## src/rtl/div_share_ctrl_pkg.sv

```systemverilog
// Shared types and constants for the time-shared iterative divider controller.
package div_share_ctrl_pkg;

  typedef enum logic [1:0] {
    StIdle = 2'd0,
    StRun  = 2'd1,
    StDone = 2'd2
  } state_e;

  localparam int unsigned DefaultWidth = 16;

  localparam logic [DefaultWidth-1:0] Div0Quotient = '1;

endpackage

```

## src/rtl/div_share_ctrl_if.sv

```systemverilog
// Request/response handshake bundle between two requesters, a consumer and the shared divider.
interface div_share_ctrl_if #(
  parameter int unsigned WIDTH = 16
);

  logic             req0_valid;
  logic             req0_ready;
  logic [WIDTH-1:0] req0_dividend;
  logic [WIDTH-1:0] req0_divisor;
  logic             req1_valid;
  logic             req1_ready;
  logic [WIDTH-1:0] req1_dividend;
  logic [WIDTH-1:0] req1_divisor;
  logic             resp_valid;
  logic             resp_ready;
  logic             resp_id;
  logic [WIDTH-1:0] resp_quotient;
  logic [WIDTH-1:0] resp_remainder;
  logic             resp_div0;

  modport master (
    output req0_valid, req0_dividend, req0_divisor,
    output req1_valid, req1_dividend, req1_divisor,
    output resp_ready,
    input  req0_ready, req1_ready,
    input  resp_valid, resp_id, resp_quotient, resp_remainder, resp_div0
  );

  modport slave (
    input  req0_valid, req0_dividend, req0_divisor,
    input  req1_valid, req1_dividend, req1_divisor,
    input  resp_ready,
    output req0_ready, req1_ready,
    output resp_valid, resp_id, resp_quotient, resp_remainder, resp_div0
  );

endinterface

```

## src/rtl/div_share_step.sv

```systemverilog
// One combinational restoring shift-subtract iteration of an unsigned divider.
module div_share_step #(
  parameter int unsigned WIDTH = 16
) (
  input  logic [WIDTH-1:0] rem,
  input  logic             dvd_msb,
  input  logic [WIDTH-1:0] divisor,
  output logic [WIDTH-1:0] rem_next,
  output logic             q_bit
);

  logic [WIDTH:0] shifted;
  logic [WIDTH:0] diff;

  assign shifted = {rem, dvd_msb};
  assign diff    = shifted - {1'b0, divisor};

  // A carry out of the shift already exceeds any WIDTH-bit divisor; otherwise the sign decides.
  assign q_bit    = shifted[WIDTH] | ~diff[WIDTH];
  assign rem_next = q_bit ? diff[WIDTH-1:0] : shifted[WIDTH-1:0];

endmodule

```

## src/rtl/div_share_ctrl.sv

```systemverilog
// Round-robin controller sharing one iterative unsigned divider between two requesters.
// Define DIV_SHARE_PERF_CNT_EN to build the saturating completed-operation counter.
module div_share_ctrl
  import div_share_ctrl_pkg::*;
#(
  parameter int unsigned WIDTH = DefaultWidth,
  parameter int unsigned CNT_W = 5
) (
  input  logic            clk,
  input  logic            rst_n,
  div_share_ctrl_if.slave bus,
  output logic [15:0]     op_count
);

  // Widen the all-ones pattern to whatever WIDTH is configured.
  localparam logic [WIDTH-1:0] Div0Q = {WIDTH{Div0Quotient[0]}};

  state_e           state_q, state_d;
  logic             last_grant_q, last_grant_d;
  logic             id_q, id_d;
  logic             div0_q, div0_d;
  logic [WIDTH-1:0] dvd_q, dvd_d;
  logic [WIDTH-1:0] dvs_q, dvs_d;
  logic [WIDTH-1:0] rem_q, rem_d;
  logic [WIDTH-1:0] quo_q, quo_d;
  logic [CNT_W-1:0] cnt_q, cnt_d;

  logic             grant;
  logic             any_valid;
  logic [WIDTH-1:0] sel_dividend;
  logic [WIDTH-1:0] sel_divisor;
  logic [WIDTH-1:0] step_rem;
  logic             step_q;

  assign any_valid    = bus.req0_valid | bus.req1_valid;
  assign grant        = (bus.req0_valid && bus.req1_valid) ? ~last_grant_q : bus.req1_valid;
  assign sel_dividend = grant ? bus.req1_dividend : bus.req0_dividend;
  assign sel_divisor  = grant ? bus.req1_divisor : bus.req0_divisor;

  div_share_step #(
    .WIDTH (WIDTH)
  ) u_step (
    .rem      (rem_q),
    .dvd_msb  (dvd_q[WIDTH-1]),
    .divisor  (dvs_q),
    .rem_next (step_rem),
    .q_bit    (step_q)
  );

  always_comb begin
    state_d        = state_q;
    last_grant_d   = last_grant_q;
    id_d           = id_q;
    div0_d         = div0_q;
    dvd_d          = dvd_q;
    dvs_d          = dvs_q;
    rem_d          = rem_q;
    quo_d          = quo_q;
    cnt_d          = cnt_q;
    bus.req0_ready = 1'b0;
    bus.req1_ready = 1'b0;

    unique case (state_q)
      StIdle: begin
        if (any_valid) begin
          bus.req0_ready = ~grant;
          bus.req1_ready = grant;
          id_d           = grant;
          last_grant_d   = grant;
          dvs_d          = sel_divisor;
          cnt_d          = CNT_W'(WIDTH - 1);
          if (sel_divisor == '0) begin
            quo_d   = Div0Q;
            rem_d   = sel_dividend;
            div0_d  = 1'b1;
            state_d = StDone;
          end else begin
            dvd_d   = sel_dividend;
            quo_d   = '0;
            rem_d   = '0;
            div0_d  = 1'b0;
            state_d = StRun;
          end
        end
      end
      StRun: begin
        rem_d = step_rem;
        quo_d = {quo_q[WIDTH-2:0], step_q};
        dvd_d = {dvd_q[WIDTH-2:0], 1'b0};
        if (cnt_q == '0) begin
          state_d = StDone;
        end else begin
          cnt_d = cnt_q - 1'b1;
        end
      end
      StDone: begin
        if (bus.resp_ready) begin
          state_d = StIdle;
        end
      end
      default: state_d = StIdle;
    endcase
  end

  always_ff @(posedge clk or negedge rst_n) begin
    if (!rst_n) begin
      state_q      <= StIdle;
      last_grant_q <= 1'b1;
      id_q         <= 1'b0;
      div0_q       <= 1'b0;
      dvd_q        <= '0;
      dvs_q        <= '0;
      rem_q        <= '0;
      quo_q        <= '0;
      cnt_q        <= '0;
    end else begin
      state_q      <= state_d;
      last_grant_q <= last_grant_d;
      id_q         <= id_d;
      div0_q       <= div0_d;
      dvd_q        <= dvd_d;
      dvs_q        <= dvs_d;
      rem_q        <= rem_d;
      quo_q        <= quo_d;
      cnt_q        <= cnt_d;
    end
  end

  assign bus.resp_valid     = (state_q == StDone);
  assign bus.resp_id        = id_q;
  assign bus.resp_quotient  = quo_q;
  assign bus.resp_remainder = rem_q;
  assign bus.resp_div0      = div0_q;

`ifdef DIV_SHARE_PERF_CNT_EN
  logic        resp_hs;
  logic [15:0] op_cnt_q;

  assign resp_hs = bus.resp_valid & bus.resp_ready;

  always_ff @(posedge clk or negedge rst_n) begin
    if (!rst_n) begin
      op_cnt_q <= '0;
    end else if (resp_hs && (op_cnt_q != 16'hFFFF)) begin
      op_cnt_q <= op_cnt_q + 16'd1;
    end
  end

  assign op_count = op_cnt_q;
`else
  assign op_count = '0;
`endif

endmodule
```

## src/flat_wrapper.sv

```systemverilog
// flat-port wrapper written by rule: the top's interface ports become plain ports
module div_share_ctrl_flat import div_share_ctrl_pkg::*;
#(
  parameter int unsigned WIDTH = DefaultWidth,
  parameter int unsigned CNT_W = 5
)
  (clk, rst_n, op_count, bus_req0_valid, bus_req0_dividend, bus_req0_divisor, bus_req1_valid, bus_req1_dividend, bus_req1_divisor, bus_resp_ready, bus_req0_ready, bus_req1_ready, bus_resp_valid, bus_resp_id, bus_resp_quotient, bus_resp_remainder, bus_resp_div0);
  div_share_ctrl_if #(.WIDTH(WIDTH)) bus_i ();
  input  logic clk;
  input  logic rst_n;
  output logic [15:0] op_count;
  input wire logic [$bits(bus_i.req0_valid)-1:0] bus_req0_valid;
  input wire logic [$bits(bus_i.req0_dividend)-1:0] bus_req0_dividend;
  input wire logic [$bits(bus_i.req0_divisor)-1:0] bus_req0_divisor;
  input wire logic [$bits(bus_i.req1_valid)-1:0] bus_req1_valid;
  input wire logic [$bits(bus_i.req1_dividend)-1:0] bus_req1_dividend;
  input wire logic [$bits(bus_i.req1_divisor)-1:0] bus_req1_divisor;
  input wire logic [$bits(bus_i.resp_ready)-1:0] bus_resp_ready;
  output wire logic [$bits(bus_i.req0_ready)-1:0] bus_req0_ready;
  output wire logic [$bits(bus_i.req1_ready)-1:0] bus_req1_ready;
  output wire logic [$bits(bus_i.resp_valid)-1:0] bus_resp_valid;
  output wire logic [$bits(bus_i.resp_id)-1:0] bus_resp_id;
  output wire logic [$bits(bus_i.resp_quotient)-1:0] bus_resp_quotient;
  output wire logic [$bits(bus_i.resp_remainder)-1:0] bus_resp_remainder;
  output wire logic [$bits(bus_i.resp_div0)-1:0] bus_resp_div0;
  assign bus_i.req0_valid = bus_req0_valid;
  assign bus_i.req0_dividend = bus_req0_dividend;
  assign bus_i.req0_divisor = bus_req0_divisor;
  assign bus_i.req1_valid = bus_req1_valid;
  assign bus_i.req1_dividend = bus_req1_dividend;
  assign bus_i.req1_divisor = bus_req1_divisor;
  assign bus_i.resp_ready = bus_resp_ready;
  assign bus_req0_ready = bus_i.req0_ready;
  assign bus_req1_ready = bus_i.req1_ready;
  assign bus_resp_valid = bus_i.resp_valid;
  assign bus_resp_id = bus_i.resp_id;
  assign bus_resp_quotient = bus_i.resp_quotient;
  assign bus_resp_remainder = bus_i.resp_remainder;
  assign bus_resp_div0 = bus_i.resp_div0;
  div_share_ctrl #(.WIDTH(WIDTH), .CNT_W(CNT_W)) u_core (.clk(clk), .rst_n(rst_n), .bus(bus_i), .op_count(op_count));
endmodule
```

## config.mk

```make
export PLATFORM = sky130hd
export DESIGN_NAME = div_share_ctrl_flat
export DESIGN_NICKNAME = d
export VERILOG_FILES = /design/src/rtl/div_share_ctrl_pkg.sv /design/src/rtl/div_share_ctrl_if.sv /design/src/rtl/div_share_step.sv /design/src/rtl/div_share_ctrl.sv /design/src/flat_wrapper.sv
export SDC_FILE = /design/constraint.sdc
export NUM_CORES = 1
export LEC_CHECK = 0
export ABC_AREA = 1
export CORE_ASPECT_RATIO = 1.2
export CORE_MARGIN = 2
export CORE_UTILIZATION = 35
export DETAILED_ROUTE_END_ITERATION = 10
export GPL_TIMING_DRIVEN = 0
export PLACE_DENSITY = 0.6
export SLEW_MARGIN = 25
export SYNTH_ARGS = -nofsm -noshare
export SYNTH_HDL_FRONTEND = slang
export SYNTH_SLANG_ARGS = --single-unit
```

## constraint.sdc

```tcl
create_clock -name clk -period 7.7 [get_ports clk]
set_clock_uncertainty 0.05 [all_clocks]
set_input_delay 2.31 -clock clk [delete_from_list [all_inputs] [get_ports clk]]
set_output_delay 2.31 -clock clk [all_outputs]
set_load 0.05 [all_outputs]
```

==> results of run 1 <==
==> placed cells by master, fill, tap and decap left out, types with 18 or more instances in the layout <==
| master | instances |
|---|---|
| nand2_1 | 243 |
| clkdlybuf4s50_1 | 103 |
| inv_1 | 101 |
| nor2_1 | 101 |
| a21oi_1 | 73 |
| dfrtp_1 | 73 |
| nand3_1 | 68 |
| o21ai_0 | 38 |
| buf_4 | 18 |
| ha_1 | 18 |
==> power by group <==
group	internal [mW]	total, mW	switching (mW)	leakage [nW]
Clock	0.224	0.407	0.183	0.131
Combinational	0.800	2.36	1.56	2.51
Sequential	0.578	0.717	0.139	0.909
==> worst max-delay path by stage <==
stage                      to  slack (ns)
6_report       bus_req0_ready        0.68
5_1_grt        bus_req0_ready        0.55
4_1_cts        bus_req0_ready        0.67
3_5_place_dp   bus_req0_ready        0.69
3_3_place_gp   bus_req0_ready        0.72
2_1_floorplan  bus_req0_ready        1.47
==> kinds of logic (layout without fill, tap and decap cells) <==
logic type / Yosys count / after routing / share of synthesized area (%)
simple gates: 447 / 447 / 35.9
buf+inv: 151 / 272 / 12.6
compound gates: 114 / 114 / 10.9
flops: 74 / 74 / 35.1
fa+ha+maj: 19 / 19 / 4.64
xor+xnor: 5 / 5 / 0.829
other cells: 1 / 16 / 0.0710
==> through the flow <==
step	worst slack, ns	std cells
floorplan	1.47	826
global placement	0.723	1134
detailed placement	0.695	1135
CTS	0.672	1151
global route	0.551	1151
finish	0.684	1151
==> sequential cells by signal (all words and copies together) (netlist names) <==
register / count
u_core.state_q: 2
u_core.cnt_q: 5
u_core.dvs_q: 16
u_core.bus.resp_div0: 1
u_core.bus.resp_remainder: 16
u_core.dvd_q: 16
u_core.bus.resp_id: 1
u_core.last_grant_q: 1
u_core.bus.resp_quotient: 16
==> critical path: stages <==
cell and delay (ns):
clkdlybuf4s50_1 0.51, nor2_1 0.07, nor2_1 0.15, clkbuf_1 0.40, inv_1 0.25, nor2_1 0.15
clkdlybuf4s50_1 0.82
==> per-layer routing <==
metal / wire length, µm / track usage (%)
met1: 7240 / 26.6
met2: 7950 / 35.6
met3: 674 / 2.97
met4: 536 / 8.90
met5: 0 / 0
==> area by class of cell <==
class	instances	area (µm²)
Sequential cell	74	1850
Clock buffer	9	225
Buffer	48	280
Timing Repair Buffer	105	1070
Inverter	103	387
Multi-Input combinational cell	601	2820
Tap cell	204	255
Clock inverter	7	60.1
Fill cell	1568	7950
==> out/results.ini, run 1 <==
[outcome]
status = finished, final reports clean

[place]
placed_cell_area_um2 = 6660
gp_congestion = 0.875
dp_hpwl_um = 13100
portBuffers = 104

[critical_path]
startpoint = bus_req0_valid
worst-r2r-cell-count = 14
rr_startpoint = u_core.dvd_q[15]
cp-end-kind = output pin
worstPathRequired_ns = 5.34
worstPathArrival_ns = 4.66
critical_path_class = in2out
crit-reg2reg-capture = u_core.bus.resp_remainder[12]
r2r_slack_ns = 4.79
crit_fanout = 10
start_kind = input pin

[route]
drtIter0Drc = 250
avgRoutedWirePerCell_um = 14.2
drc = 0
via_per_inst = 4.71
vias = 5423
route.antenna.remaining_nets = 0
dr.pass1.iters = 4
wirelength_um = 16400

[global_routing]
antenna_found_initial = 0
grt_pass1_vias = 5234
gr-total-overflow = 0
grt_start_max_net_pins = 48
grt.total_usage_pct = 21.0
grt_pass1_wl_um = 26400

[sta]
holdWs_ns = 0.423
final-hold-violation-count = 0
setup_viol = 0
tightest_slew_ns = 0.606
max_freq_mhz = 143
slew_headroom_pct = 59.6
tns_ns = 0
report.final.slew_viol_count = 0
finalCritPeriodShare_pct = 91.1
period_needed_ns = 7.02
rsz0062_at_grt = no

[min_path]
holdPathEnd = u_core.last_grant_q
hold_path_depth = 2
hold_path.startpoint = u_core.last_grant_q
hold_class = reg2reg

[finish]
drive_gt1_share_pct = 6.86
num_antenna_cells = 0
final_util_pct = 46.6
syn2layout_area_growth_pct = 31.5
fin_nets = 1030
postLayoutCellArea_um2 = 6950

[yosys]
synth_common_cells = nand2_1, inv_1, nor2_1
ys_types = 30
synth.area.top_cells = dfrtp_1, nand2_1, inv_1
synth_top_area_share_pct = 34.6
synth-edff-count = 0
yosysWarnings = 0
netlist_instances = 811
synth_top_cell_by_area = dfrtp_1
synth-main-ff-cell = dfrtp_1
synthArstFlopShare_pct = 100
ys_seq_area_share_pct = 35.1
ys_seq_elements = 74
syn_avg_cell_area_um2 = 6.52
yosysMostFrequentCell = nand2_1
syn-cell-area_um2 = 5280

[floorplanning]
start_util_pct = 35.5
io_pins = 122
num_rows = 49
die_h_um = 139
dieArea_um2 = 16100
die_x_um = 116
core_um2 = 14900

[clock_network]
cts_htree_levels = 3
cts_resized = 0
clock_latency_ns = 0.34
clockBufferDepth = 2
post_cts_buffers = 0
postCtsHoldBufs = 0
cts_buffers = 9
numClockSinks = 74
clkSlewWorstSetupHoldPaths_ns = 0.06
tritoncts = yes
cts_root_buffer = clkbuf_16

[pwr]
total_power_mw = 3.48
power_density_nw_per_um2 = 501
power.leakage_nw = 3.55
vdd_drop_max_v = 0.000244

[flow_run]
cap_viol_max_count = 0

Note: power is estimated with default switching activity, not from simulation.
==> run 2, diff against run 1 <==
CTS_CLUSTER_SIZE = 20   (was default)
SETUP_SLACK_MARGIN = 0.2   (was default)
==> results of run 2 <==
No change in the layout: final DEF, timing and power equal those of run 1.
